===== config.mk =====
export PLATFORM = sky130hd
export DESIGN_NAME = reg_scoreboard
export DESIGN_NICKNAME = d
export VERILOG_FILES = /design/src/rtl/reg_scoreboard_pkg.sv /design/src/rtl/sb_entry.sv /design/src/rtl/reg_scoreboard.sv
export SDC_FILE = /design/constraint.sdc
export NUM_CORES = 1
export LEC_CHECK = 0
export BUFFER_PORTS_ARGS = -buffer_cell sky130_fd_sc_hd__buf_2
export CORE_MARGIN = 8
export CORE_UTILIZATION = 30
export DETAILED_ROUTE_END_ITERATION = 6
export GPL_ROUTABILITY_DRIVEN = 0
export PLACE_DENSITY = 0.56
export SETUP_SLACK_MARGIN = 0.3
export SLEW_MARGIN = 25
export SYNTH_ARGS = -nofsm -noshare
export SYNTH_HDL_FRONTEND = slang
export SYNTH_HIERARCHICAL = 1
export SYNTH_SLANG_ARGS = --single-unit

===== constraint.sdc =====
create_clock -name i_clk -period 3.7 [get_ports i_clk]
set_clock_uncertainty 0.05 [all_clocks]
set_input_delay 0.185 -clock i_clk [delete_from_list [all_inputs] [get_ports i_clk]]
set_output_delay 0.185 -clock i_clk [all_outputs]
set_load 0.005 [all_outputs]

===== src/rtl/reg_scoreboard_pkg.sv =====
// Shared pipeline definitions for the register-dependence scoreboard:
// forward-select encodings, Tnew/Tuse width and write-back latency default.
package reg_scoreboard_pkg;

    localparam int T_W          = 2;
    localparam int WB_DELAY_DEF = 3;

    typedef enum logic [1:0] {
        FWD_GRF = 2'd0,
        FWD_E   = 2'd1,
        FWD_M   = 2'd2,
        FWD_W   = 2'd3
    } fwd_sel_e;

    function automatic logic [T_W-1:0] clamp_tnew(input logic [T_W-1:0] tnew,
                                                   input logic [T_W-1:0] lim);
        return (tnew > lim) ? lim : tnew;
    endfunction

endpackage


===== src/rtl/sb_entry.sv =====
// One tracked GPR: a readiness and a write-back saturating down-counter,
// reloaded on issue (issue takes priority over the decrement).
module sb_entry
    import reg_scoreboard_pkg::*;
#(
    parameter int WB_DELAY = WB_DELAY_DEF
) (
    input  logic           i_clk,
    input  logic           i_reset,
    input  logic           i_load,
    input  logic [T_W-1:0] i_tnew,
    output logic [T_W-1:0] o_ready_cnt,
    output logic [T_W-1:0] o_wb_cnt,
    output logic           o_ready_zero,
    output logic           o_wb_zero
);

    localparam logic [T_W-1:0] K = T_W'(WB_DELAY);

    logic [T_W-1:0] r_ready_cnt;
    logic [T_W-1:0] r_wb_cnt;

    always_ff @(posedge i_clk) begin
        if (i_reset) begin
            r_ready_cnt <= '0;
            r_wb_cnt    <= '0;
        end else if (i_load) begin
            r_ready_cnt <= clamp_tnew(i_tnew, K);
            r_wb_cnt    <= K;
        end else begin
            if (r_ready_cnt != '0) r_ready_cnt <= r_ready_cnt - 1'b1;
            if (r_wb_cnt != '0)    r_wb_cnt    <= r_wb_cnt - 1'b1;
        end
    end

    assign o_ready_cnt  = r_ready_cnt;
    assign o_wb_cnt     = r_wb_cnt;
    assign o_ready_zero = (r_ready_cnt == '0);
    assign o_wb_zero    = (r_wb_cnt == '0);

endmodule


===== src/rtl/reg_scoreboard.sv =====
// Write-side register scoreboard: per-GPR countdown entries, decode stall
// compare and per-read-port forwarding source selection.
module reg_scoreboard
    import reg_scoreboard_pkg::*;
#(
    parameter int WB_DELAY = WB_DELAY_DEF
) (
    input  logic           i_clk,
    input  logic           i_reset,
    input  logic           i_issue_valid,
    input  logic [4:0]     i_issue_wa,
    input  logic [T_W-1:0] i_issue_tnew,
    input  logic [4:0]     i_rd_ra1,
    input  logic [4:0]     i_rd_ra2,
    input  logic [T_W-1:0] i_rd_tuse1,
    input  logic [T_W-1:0] i_rd_tuse2,
    output logic           o_stall,
    output logic [1:0]     o_fwd_sel1,
    output logic [1:0]     o_fwd_sel2
);

    localparam logic [T_W-1:0] K = T_W'(WB_DELAY);

    logic [T_W-1:0] w_ready_cnt [32];
    logic [T_W-1:0] w_wb_cnt    [32];
    logic [31:0]    w_ready_zero;
    logic [31:0]    w_wb_zero;

    // $0 is never written, so its slot is tied to an idle entry.
    assign w_ready_cnt[0]  = '0;
    assign w_wb_cnt[0]     = '0;
    assign w_ready_zero[0] = 1'b1;
    assign w_wb_zero[0]    = 1'b1;

    for (genvar r = 1; r < 32; r++) begin : g_entry
        sb_entry #(.WB_DELAY(WB_DELAY)) u_entry (
            .i_clk        (i_clk),
            .i_reset      (i_reset),
            .i_load       (i_issue_valid && (i_issue_wa == 5'(r))),
            .i_tnew       (i_issue_tnew),
            .o_ready_cnt  (w_ready_cnt[r]),
            .o_wb_cnt     (w_wb_cnt[r]),
            .o_ready_zero (w_ready_zero[r]),
            .o_wb_zero    (w_wb_zero[r])
        );
    end

    function automatic fwd_sel_e fwd_of(input logic [T_W-1:0] wb, input logic wb_zero);
        fwd_sel_e sel;
        sel = FWD_GRF;
        if (wb_zero)                  sel = FWD_GRF;
        else if (wb == K)             sel = FWD_E;
        else if (wb == K - 2'd1)      sel = FWD_M;
        else if (wb == K - 2'd2)      sel = FWD_W;
        return sel;
    endfunction

    logic w_hazard1;
    logic w_hazard2;

    always_comb begin
        w_hazard1  = !w_ready_zero[i_rd_ra1] && (w_ready_cnt[i_rd_ra1] > i_rd_tuse1);
        w_hazard2  = !w_ready_zero[i_rd_ra2] && (w_ready_cnt[i_rd_ra2] > i_rd_tuse2);
        o_stall    = w_hazard1 | w_hazard2;
        o_fwd_sel1 = fwd_of(w_wb_cnt[i_rd_ra1], w_wb_zero[i_rd_ra1]);
        o_fwd_sel2 = fwd_of(w_wb_cnt[i_rd_ra2], w_wb_zero[i_rd_ra2]);
    end

endmodule


Word-level counts from Yosys, hierarchy flattened:

Index checks and enable logic that the tools add are counted.

* shift-type cells: 0
* mux-type cells: 153
* divide/modulo/power cells: 0
* add/subtract/negate cells: 62
* equality and inequality tests: 37
* order comparisons: 7
* reduce and logical (&&, ||, !) cells: 221
* bitwise operators: 3
* multiply operators: 0

Operator list (count)
* two-way mux 2 bit: 141
* nonzero test 2 bit: 124
* logical NOT 2 bit: 62
* subtractor 2 x 1 -> 2 bit, second input constant: 62
* == test 5 bit, second input constant: 16
* binary-select mux 2 bit (select 5 bit): 4
* == test 5 x 4 -> 1 bit, second input constant: 8
* logical AND 1 bit: 33
* binary-select mux 1 bit (select 5 bit): 4
* == test 5 x 3 -> 1 bit, second input constant: 4
* greater-or-equal comparator 6 bit, second input constant: 2
* < comparator 5 x 6 -> 1 bit, second input constant: 2
* inverter 5 -> 6 bit: 2
* == test 5 x 2 -> 1 bit, second input constant: 2
* == test 2 bit, second input constant: 4
* == test 5 x 1 -> 1 bit, second input constant: 1
* == test 2 x 1 -> 1 bit, second input constant: 2
* greater-than comparator 2 bit: 2
* two-way mux 1 bit: 4
* greater-than comparator 2 bit, second input constant: 1
* logical NOT 1 bit: 2
* bitwise OR 1 bit: 1

* RAM bits: 0
* flip-flop bits (word level): 124
* input bits: 24
* bits in latches: 0
* logic and storage cells: 545
* memories: 0
* output and inout port bits: 5
* ROM bits: 0

Depth between registers and ports, before layout:

Gate-level depths: netlist of the first run.

* depth after elaboration: 9
* depth in mapped cells: 11

Cells and area by module:

Netlist of the first run, hierarchy kept.

Modules (own cells, without submodules)
* sb_entry at g_entry[10].u_entry ...: cells an instance 22, seq. area each 80.1 um^2, area each 202.7 um^2, instances 28
* reg_scoreboard: cells an instance 327, seq. area each 0.0 um^2, area each 3564.7 um^2, instances 1
* sb_entry at g_entry[7].u_entry ...: cells an instance 23, seq. area each 80.1 um^2, area each 200.2 um^2, instances 3

Worst setup path after synthesis of the first run:

No wires, ideal clock.

* path kind: input port to output port
* start point: input i_rd_ra2[0]
* end point: output o_stall
* stages on the path: 9
* path buffers: 2
* arrival time: 2.544 ns
* slack: 0.921 ns
* cell sequence: buf_2 > buf_2 > mux4_2 > mux4_2 > mux2_2 > ha_1 > a21oi_1 > a21oi_1 > a22o_1

* longest elaborated chain between the ends: 7
* elaborated cells on any way between the ends: 10
* classes of those cells: order compare (1); mux (5); bitwise (2); reduce/logical (2)

RTL lines
* from (decl): line reg_scoreboard.sv:14 `input logic [4:0] i_rd_ra2,`
* inverter 5 -> 6 bit (implied by the code): line reg_scoreboard.sv:63 `w_hazard2 = !w_ready_zero[i_rd_ra2] && (w_ready_cnt[i_rd_ra2] > i_rd_tuse2);`
* binary-select mux 2 bit (select 5 bit): line reg_scoreboard.sv:63
* two-way mux 2 bit (implied by the code) (2 in a row): line reg_scoreboard.sv:63
* greater-than comparator 2 bit: line reg_scoreboard.sv:63
* logical AND 1 bit (*): line reg_scoreboard.sv:63
* bitwise OR 1 bit (*): line reg_scoreboard.sv:64 `o_stall = w_hazard1 | w_hazard2;`
* to (decl): line reg_scoreboard.sv:17 `output logic o_stall,`

Mark *: on every way between the ends. The rest lies on a longest branch, timed or not. The select of a mux whose other input is x is not followed.

Final worst setup path of the first run:

Ends and elaborated chain as after synthesis.

==> summary.txt, run 1 <==
Outcome: finished clean
WP data arrival: 2980 ps
Synth Area in Compound Gates: 10.5%
R2R Path Start: g_entry[11].u_entry/o_ready_cnt[1]
Initial DRC Count: 594
CTS Buf Count: 17
Synth async-reset ratio: 0%
Clock Path Buffers: 2
Crit-path cells: buf_2 > mux4_2 > mux4_2 > mux2_2 > ha_1 > a21oi_1 > a21oi_1 > a22o_1 > buf_2
Total GRT Usage: 14.3%
Ys flop type: dfxtp_1
Worst slew pin tran: 993 ps
Placed inst area: 10,400 um^2
First-pass GRT wire length: 42.9 mm
Crit path largest cell delay: 600 ps
Ranking of synthesized cells by area: dfxtp_1, mux4_2, mux2i_1
Synthesis Warnings: 6
Synth top area share: 25.2%
Hold_sp: i_issue_wa[1]
Vias: 7,625
Avg Cell Area, Syn: 9.72 um^2
Fraction of layout cells with a size suffix above 1: 16.0%
Slowest CP cell: mux4_2
Initial Utilization: 30.3%
Max-cap viol count: 0
First drt pass iteration count: 5
Simple-gate share of the synthesized area: 12.5%
Flop and latch count out of synthesis: 124
Setup violations, final: 0
Remaining Overflow, GRT: 0
Worst-path clk slew: 60 ps
Register area share after synthesis: 25.2%
CTS resizes: 0
Antenna violations before repair: 3
Cts hold-fix bufs: 0
Area Growth Syn to Fin: 11.6%
Vias per cell: 5.12
Yosys top cell by area: dfxtp_1
Core Area: 32,500 um^2
Fmax: 311 MHz
Vias in the first global route: 7,293
DPL Wire Length: 20.7 mm
Mux contribution to synthesized area: 30.5%
Post-synthesis adder-cell area fraction: 8.39%
Final worst-path cycle share: 86.8%
Num ports: 29
# DRC: 0
H-tree Lvls: 4
Netlist cell types: 52
WL/cell: 18.5 um
Largest family of logic cells by synthesized area: multiplexers
Clock Latency Late Sink: 420 ps
CTS sink count: 124
PortBufs: 28
Critical Path Source: i_rd_ra2[0]
Post-DRT Antenna Nets: 0
Required @ worst endpoint: 3460 ps
Setup TNS Final: 0 ps
Post-route design area: 11,000 um^2
Worst slew margin: 33.8%
Worst hold path type: in -> reg
Die Y: 197 um
CTS tree: done
CP Launch Type: input port
Clock root buffer: clkbuf_16
Pwr/cell area: 778 nW/um^2
Max-slew violations: 0
Period minus WS final: 3210 ps
Max VDD drop: 0.357 mV
Largest net degree at the start of global routing: 101
CP Max Fanout: 21
Post-synth EDFFs: 0
Die footprint: 38,900 um^2
Final wirelength: 27.5 mm
Layout Nets: 1,122
Leakage power: 0.00438 uW
Setup repair bufs after CTS: 0
Critical setup path kind: in -> out
Post-synth top cells: nor2_1, inv_1, dfxtp_1, mux2i_1, mux4_2
Xor/xnor share of the synthesized area: 5.70%
Syn nets: 1,102
Cells after synthesis: 1,012
Unrepaired setup endpoints after global routing: no
Row count: 66
Mapped cell area: 9840 um^2
Count leader, synth: nor2_1
Die width: 197 um
Final hold vios: 0
CP endpoint kind: output pin
[worst paths after layout]
check	end	slack, ps	depth (start not counted)
hold / removal	g_entry[16].u_entry/o_wb_cnt[0]	280	4
hold reg to reg	g_entry[6].u_entry/o_ready_cnt[1]	530	2
setup / recovery	o_stall	490	9
setup reg to reg	g_entry[11].u_entry/o_ready_cnt[0]	2350	5
[cells by family after synthesis]
logic type / after synthesis
xor gates and xnor gates: 64
and+or+nand+nor: 258
AOI/OAI and AO/OA: 141
muxes: 189
DFF: 124
adders and majority gates: 66
buffers and inverters: 170
[report_power, final]
| part | switching [uW] | internal, uW |
|---|---|---|
| Combinational | 2070 | 2370 |
| Sequential | 615 | 1860 |
| Clock | 672 | 944 |
| Total | 3360 | 5180 |
[worst max-delay path: cells and delay by family]
| kind | cells | cell delay, ps |
|---|---|---|
| buffers and inverters | 2 | 660 |
| adders and majority gates | 1 | 290 |
| AOI/OAI and AO/OA | 3 | 450 |
| muxes | 3 | 1380 |
[registers in the layout, indices dropped and copies added, names as in the netlist]
signal,cells
g_entry.u_entry/o_ready_cnt,62
g_entry.u_entry/o_wb_cnt,62
[stage by stage]
| step | cells | hold WS [ps] | worst slack (ps) | power (uW) | utilization (%) |
|---|---|---|---|---|---|
| after CTS | 1487 | 286 | 453 | 8570 | 33.8 |
| after global routing | 1488 | 303 | 340 | 9250 | 33.8 |
| after detailed placement | 1455 | 518 | 456 | 6920 | 32.1 |
| after floorplan | 1012 | 207 | 921 | 5880 | - |
| final | 1488 | 279 | 488 | 8540 | 33.8 |
| after global placement | 1455 | 517 | 489 | 6780 | 32.1 |
[per-layer routing]
metal / part of all wire, % / vias up / global-route usage [%] / wire (um)
met3: 4.2 / 35 / 2.67 / 1160
met1: 45 / 3720 / 18.5 / 12500
met4: 2.7 / 4 / 4.88 / 747
met2: 48 / 189 / 23.5 / 13100
met5: 0.069 / - / 0 / 19
li1: - / 3677 / - / -
[final cells by class]
class,instances,area [um^2]
fillers,3267,21500
multi-input cells,718,6650
flip-flops and latches,124,2480
well taps,442,553
inverters,132,495
clock buffers,19,443
repair buffers,39,238
clock inverters,13,120
diodes,1,2.50
[placed cells by master (no fill, tap or decap), types with 4 or more instances in the layout]
master       n
mux2i_1     92
nor2_1     155
buf_2       27
nand3b_1    31
mux2_2      11
ha_1        66
clkbuf_16   17
nor3_1       8
nand2_1     17
nor2b_1     11
o22ai_1      7
clkinv_4     5
xnor2_1     60
mux4_2      80
xor2_1       4
o31ai_1     28
mux4_1       6
a22o_1       5
inv_1      131
nand2b_1     9
a211oi_1     7
buf_4       11
a21oi_1     43
nand3_1      5
o21ba_1     28
a22oi_1      4
o21ai_0      4
dfxtp_1    124
Power figures use the tool's default switching activity.
==> inputs of run 2 (changes only) <==
- CORE_MARGIN: 8 -> 2
- SLEW_MARGIN: 25 -> 20
==> run 2 against run 1 <==
Effect of this change: first-iteration DRC count grew 2.0%; die area shrank 12%; core utilization is essentially flat; non-clock buffer count shrank 1; worst setup slack gained 40 ps; combinational power is essentially flat; largest power group unchanged.
==> summary.txt, run 2 (synthesized netlist as in run 1, its figures left out) <==
Hold_sp: i_reset
Num ports: 29
H-tree Lvls: 4
Worst slew pin tran: 922 ps
Initial DRC Count: 606
Required @ worst endpoint: 3460 ps
Setup repair bufs after CTS: 0
Setup violations, final: 0
Cts hold-fix bufs: 0
First drt pass iteration count: 7
WHS Path Cells: 2
Commonest non-fill, non-tap cell in the layout: nor2_1
Max VDD drop: 0.378 mV
Placed insts: 1,454
CTS tree: done
DPL Wire Length: 20.3 mm
CTS Buf Count: 17
Area Growth Syn to Fin: 11.6%
Fmax: 315 MHz
PortBufs: 28
Critical setup path kind: in -> out
Outcome: finished clean
Worst reg2reg path depth: 5
Non-Filler Instances: 1,486
Unrepaired setup endpoints after global routing: no
# DRC: 0
Flop-to-flop setup slack: 2370 ps
FF+latch area: 2480 um^2
Final wirelength: 27.3 mm
Hold_ws: 310 ps
Vias: 7,646
Final hold vios: 0
Clock Latency Late Sink: 420 ps
Antenna violations before repair: 0
Worst hold path type: in -> reg
Die footprint: 34,300 um^2
CP Launch Type: input port
Remaining Overflow, GRT: 0
Period minus WS final: 3170 ps
Layout Nets: 1,121
Fillers: 3,228
Core Area: 32,500 um^2
Placed inst area: 10,400 um^2
Post-route design area: 11,000 um^2
Clock Path Buffers: 2
WP data arrival: 2940 ps
Multi-input gate area: 6650 um^2
Final worst-path cycle share: 85.7%
Post-DRT Antenna Nets: 0
Largest net degree at the start of global routing: 92
Most frequent cells in the layout: nor2_1, inv_1, dfxtp_1
R2r endpoint: g_entry[20].u_entry/o_ready_cnt[0]
Critical Path Source: i_rd_ra2[0]
Setup TNS Final: 0 ps
Worst Hold Endpoint: g_entry[22].u_entry/o_ready_cnt[0]
WL/cell: 18.4 um
Fraction of layout cells with a size suffix above 1: 15.8%
Leakage power: 0.00436 uW
CTS sink count: 124
Clock root buffer: clkbuf_16
Initial Utilization: 30.3%
Worst-path clk slew: 60 ps
Max-cap viol count: 0
CP Max Fanout: 20
CP endpoint kind: output pin
Die width: 185 um
CTS resizes: 0
Pwr/cell area: 784 nW/um^2
Vias in the first global route: 7,320
Die Y: 185 um
Max-slew violations: 0
Core Util, Final: 33.8%
First-pass GRT wire length: 42.9 mm
Vias per cell: 5.15
R2R Path Start: g_entry[20].u_entry/o_ready_cnt[0]
Worst slew margin: 38.1%
Total GRT Usage: 16.6%
Row count: 66
[run 2: worst max path at each step]
stage / slack, ps / end / depth (start not counted)
finish: 530 / o_stall / 9
detailed placement: 510 / o_stall / 9
global route: 410 / o_fwd_sel2[1] / 9
CTS: 510 / o_stall / 9
floorplan: 920 / o_stall / 9
global placement: 490 / o_stall / 9
[run 2: metal layers]
layer  wire length, um  global-route usage (%)
met1             12400                    22.4
met2             13000                    27.3
met3              1290                    2.34
met4               609                    5.33
met5                 0                       0
[run 2: worst max-delay path, stage by stage]
cell     delay, ps
buf_2          530
mux4_2         600
mux4_2         480
mux2_2         270
ha_1           290
a21oi_1        140
a21oi_1         60
a22o_1         240
buf_2          130
[run 2: power breakdown]
| part | total [uW] | leakage (uW) | internal [uW] | switching, uW |
|---|---|---|---|---|
| registers | 2480 | 0.00103 | 1860 | 612 |
| clock network | 1660 | 0.000259 | 987 | 673 |
| logic | 4480 | 0.00308 | 2380 | 2100 |
[run 2: cell type report]
cell class / instances / share of cell area [%]
tap: 442 / 5.03
antenna: 1 / 0.0228
timing repair buffer: 38 / 2.10
sequential: 124 / 22.6
inverter: 132 / 4.51
clock buffer: 17 / 3.87
multi-input combinational: 718 / 60.5
clock inverter: 14 / 1.36
[run 2: metrics by stage]
step                      power, uW  setup WS (ps)
after floorplan                5880            921
after global placement         6780            492
after detailed placement       6910            508
after CTS                      8620            514
after global routing           9300            408
final                          8610            527
==> inputs of run 3 (changes only) <==
- PLACE_DENSITY: 0.56 -> 0.44
==> run 3 against run 2 <==
Effect of this change: die area is the same; wire length grew 7.6%; sequential share of layout area shrank 0.18 points; combinational power is essentially flat; via count shrank 0.99%; final area grew 0.80%; largest cell class unchanged; register-to-register slack is essentially flat; power grew 2.6%; critical path depth is the same.
==> summary.txt, run 3 (synthesized netlist as in run 1, its figures left out) <==
Worst slew pin tran: 1080 ps
CP top delay family: multiplexers
Crit-path cells: buf_2 > mux4_2 > mux4_2 > mux2_2 > ha_1 > a21oi_1 > a21oi_1 > a22o_1 > buf_2
Remaining Overflow, GRT: 0
Met3 Use GR: 2.87%
# DRC: 0
WP data arrival: 2930 ps
Cts hold-fix bufs: 0
Worst reg2reg path depth: 5
Crit path largest cell delay: 590 ps
Most frequent cells in the layout: nor2_1, inv_1, dfxtp_1
CTS resizes: 0
Clock root buffer: clkbuf_16
Most used routing layer: met2
Antenna violations before repair: 0
Worst-path clk slew: 50 ps
Setup violations, final: 0
Die Y: 185 um
Grt met1 use: 24.5%
Die footprint: 34,300 um^2
Final wirelength: 29.4 mm
First-pass GRT wire length: 45.7 mm
Num ports: 29
CP Launch Type: input port
Clock Latency Late Sink: 430 ps
CTS tree: done
First drt pass iteration count: 5
N_diodes: 0
Layout Nets: 1,124
Fmax: 316 MHz
Core Util, Final: 34.1%
Total GRT Usage: 18.0%
Final hold vios: 0
Row count: 66
CP Buf/Inv Count: 2
Fraction of layout cells with a size suffix above 1: 15.7%
Setup TNS Final: 0 ps
Required @ worst endpoint: 3460 ps
Max-cap viol count: 0
Largest net degree at the start of global routing: 89
Area Growth Syn to Fin: 12.5%
Max-slew violations: 0
Setup repair bufs after CTS: 0
Post-DRT Antenna Nets: 0
Commonest non-fill, non-tap cell in the layout: nor2_1
Stages on worst setup path: 9
WL/cell: 19.7 um
Core Area: 32,500 um^2
Final worst-path cycle share: 85.7%
Worst hold path type: in -> reg
CTS Buf Count: 17
Slowest CP cell: mux4_2
Worst slew margin: 27.4%
Vias in the first global route: 7,455
Clock Path Buffers: 2
WHS Path Cells: 2
CTS sink count: 124
CP Max Fanout: 20
DPL Wire Length: 22.1 mm
Die width: 185 um
Critical setup path kind: in -> out
Vias per cell: 5.09
Initial DRC Count: 408
Max VDD drop: 0.276 mV
Leakage power: 0.00443 uW
PortBufs: 28
CP endpoint kind: output pin
M2 GR Usage: 29.2%
Period minus WS final: 3170 ps
Vias: 7,570
H-tree Lvls: 4
Outcome: finished clean
Unrepaired setup endpoints after global routing: no
Pwr/cell area: 798 nW/um^2
Initial Utilization: 30.3%
-- run 3: worst register-to-register path: cells and delay by family (launching register included) --
| family | cells | cell delay, ps |
|---|---|---|
| DFF | 1 | 420 |
| adders and majority gates | 1 | 310 |
| xor gates and xnor gates | 1 | 170 |
| muxes | 1 | 130 |
| buffers and inverters | 1 | 70 |
| and+or+nand+nor | 1 | 50 |
-- run 3: cell type report --
cell class | instances | area [um^2]
Clock inverter | 8 | 165
Timing Repair Buffer | 41 | 265
Fill cell | 3287 | 21400
Sequential cell | 124 | 2480
Multi-Input combinational cell | 718 | 6650
Tap cell | 442 | 553
Clock buffer | 22 | 464
Inverter | 132 | 495
-- run 3: final timing paths --
path / start / endpoint / slack, ps
max: i_rd_ra2[0] / o_stall / 530
max reg2reg: g_entry[21].u_entry/o_ready_cnt[0] / g_entry[21].u_entry/o_ready_cnt[0] / 2370
min: i_reset / g_entry[19].u_entry/o_ready_cnt[0] / 230
min reg2reg: g_entry[30].u_entry/o_ready_cnt[1] / g_entry[30].u_entry/o_ready_cnt[1] / 520
-- run 3: metrics by stage --
step | power [uW] | area (um^2) | std cells | setup WS, ps | hold slack, ps
after floorplan | 5880 | 9840 | 1012 | 921 | 207
after global placement | 6920 | 10400 | 1457 | 496 | 517
after detailed placement | 6980 | 10400 | 1457 | 501 | 523
after CTS | 8900 | 11100 | 1487 | 489 | 219
after global routing | 9590 | 11100 | 1487 | 391 | 251
final | 8830 | 11100 | 1487 | 531 | 230
-- run 3: power by group --
part | switching (uW) | internal (uW)
Clock | 646 | 1220
Combinational | 2110 | 2380
Sequential | 612 | 1860
Total | 3370 | 5460
-- run 3: layer usage --
metal / vias to the layer above / wire [um]
li1: 3659 / -
met1: 3722 / 13800
met2: 161 / 13900
met3: 28 / 1080
met4: 0 / 630
met5: - / 0
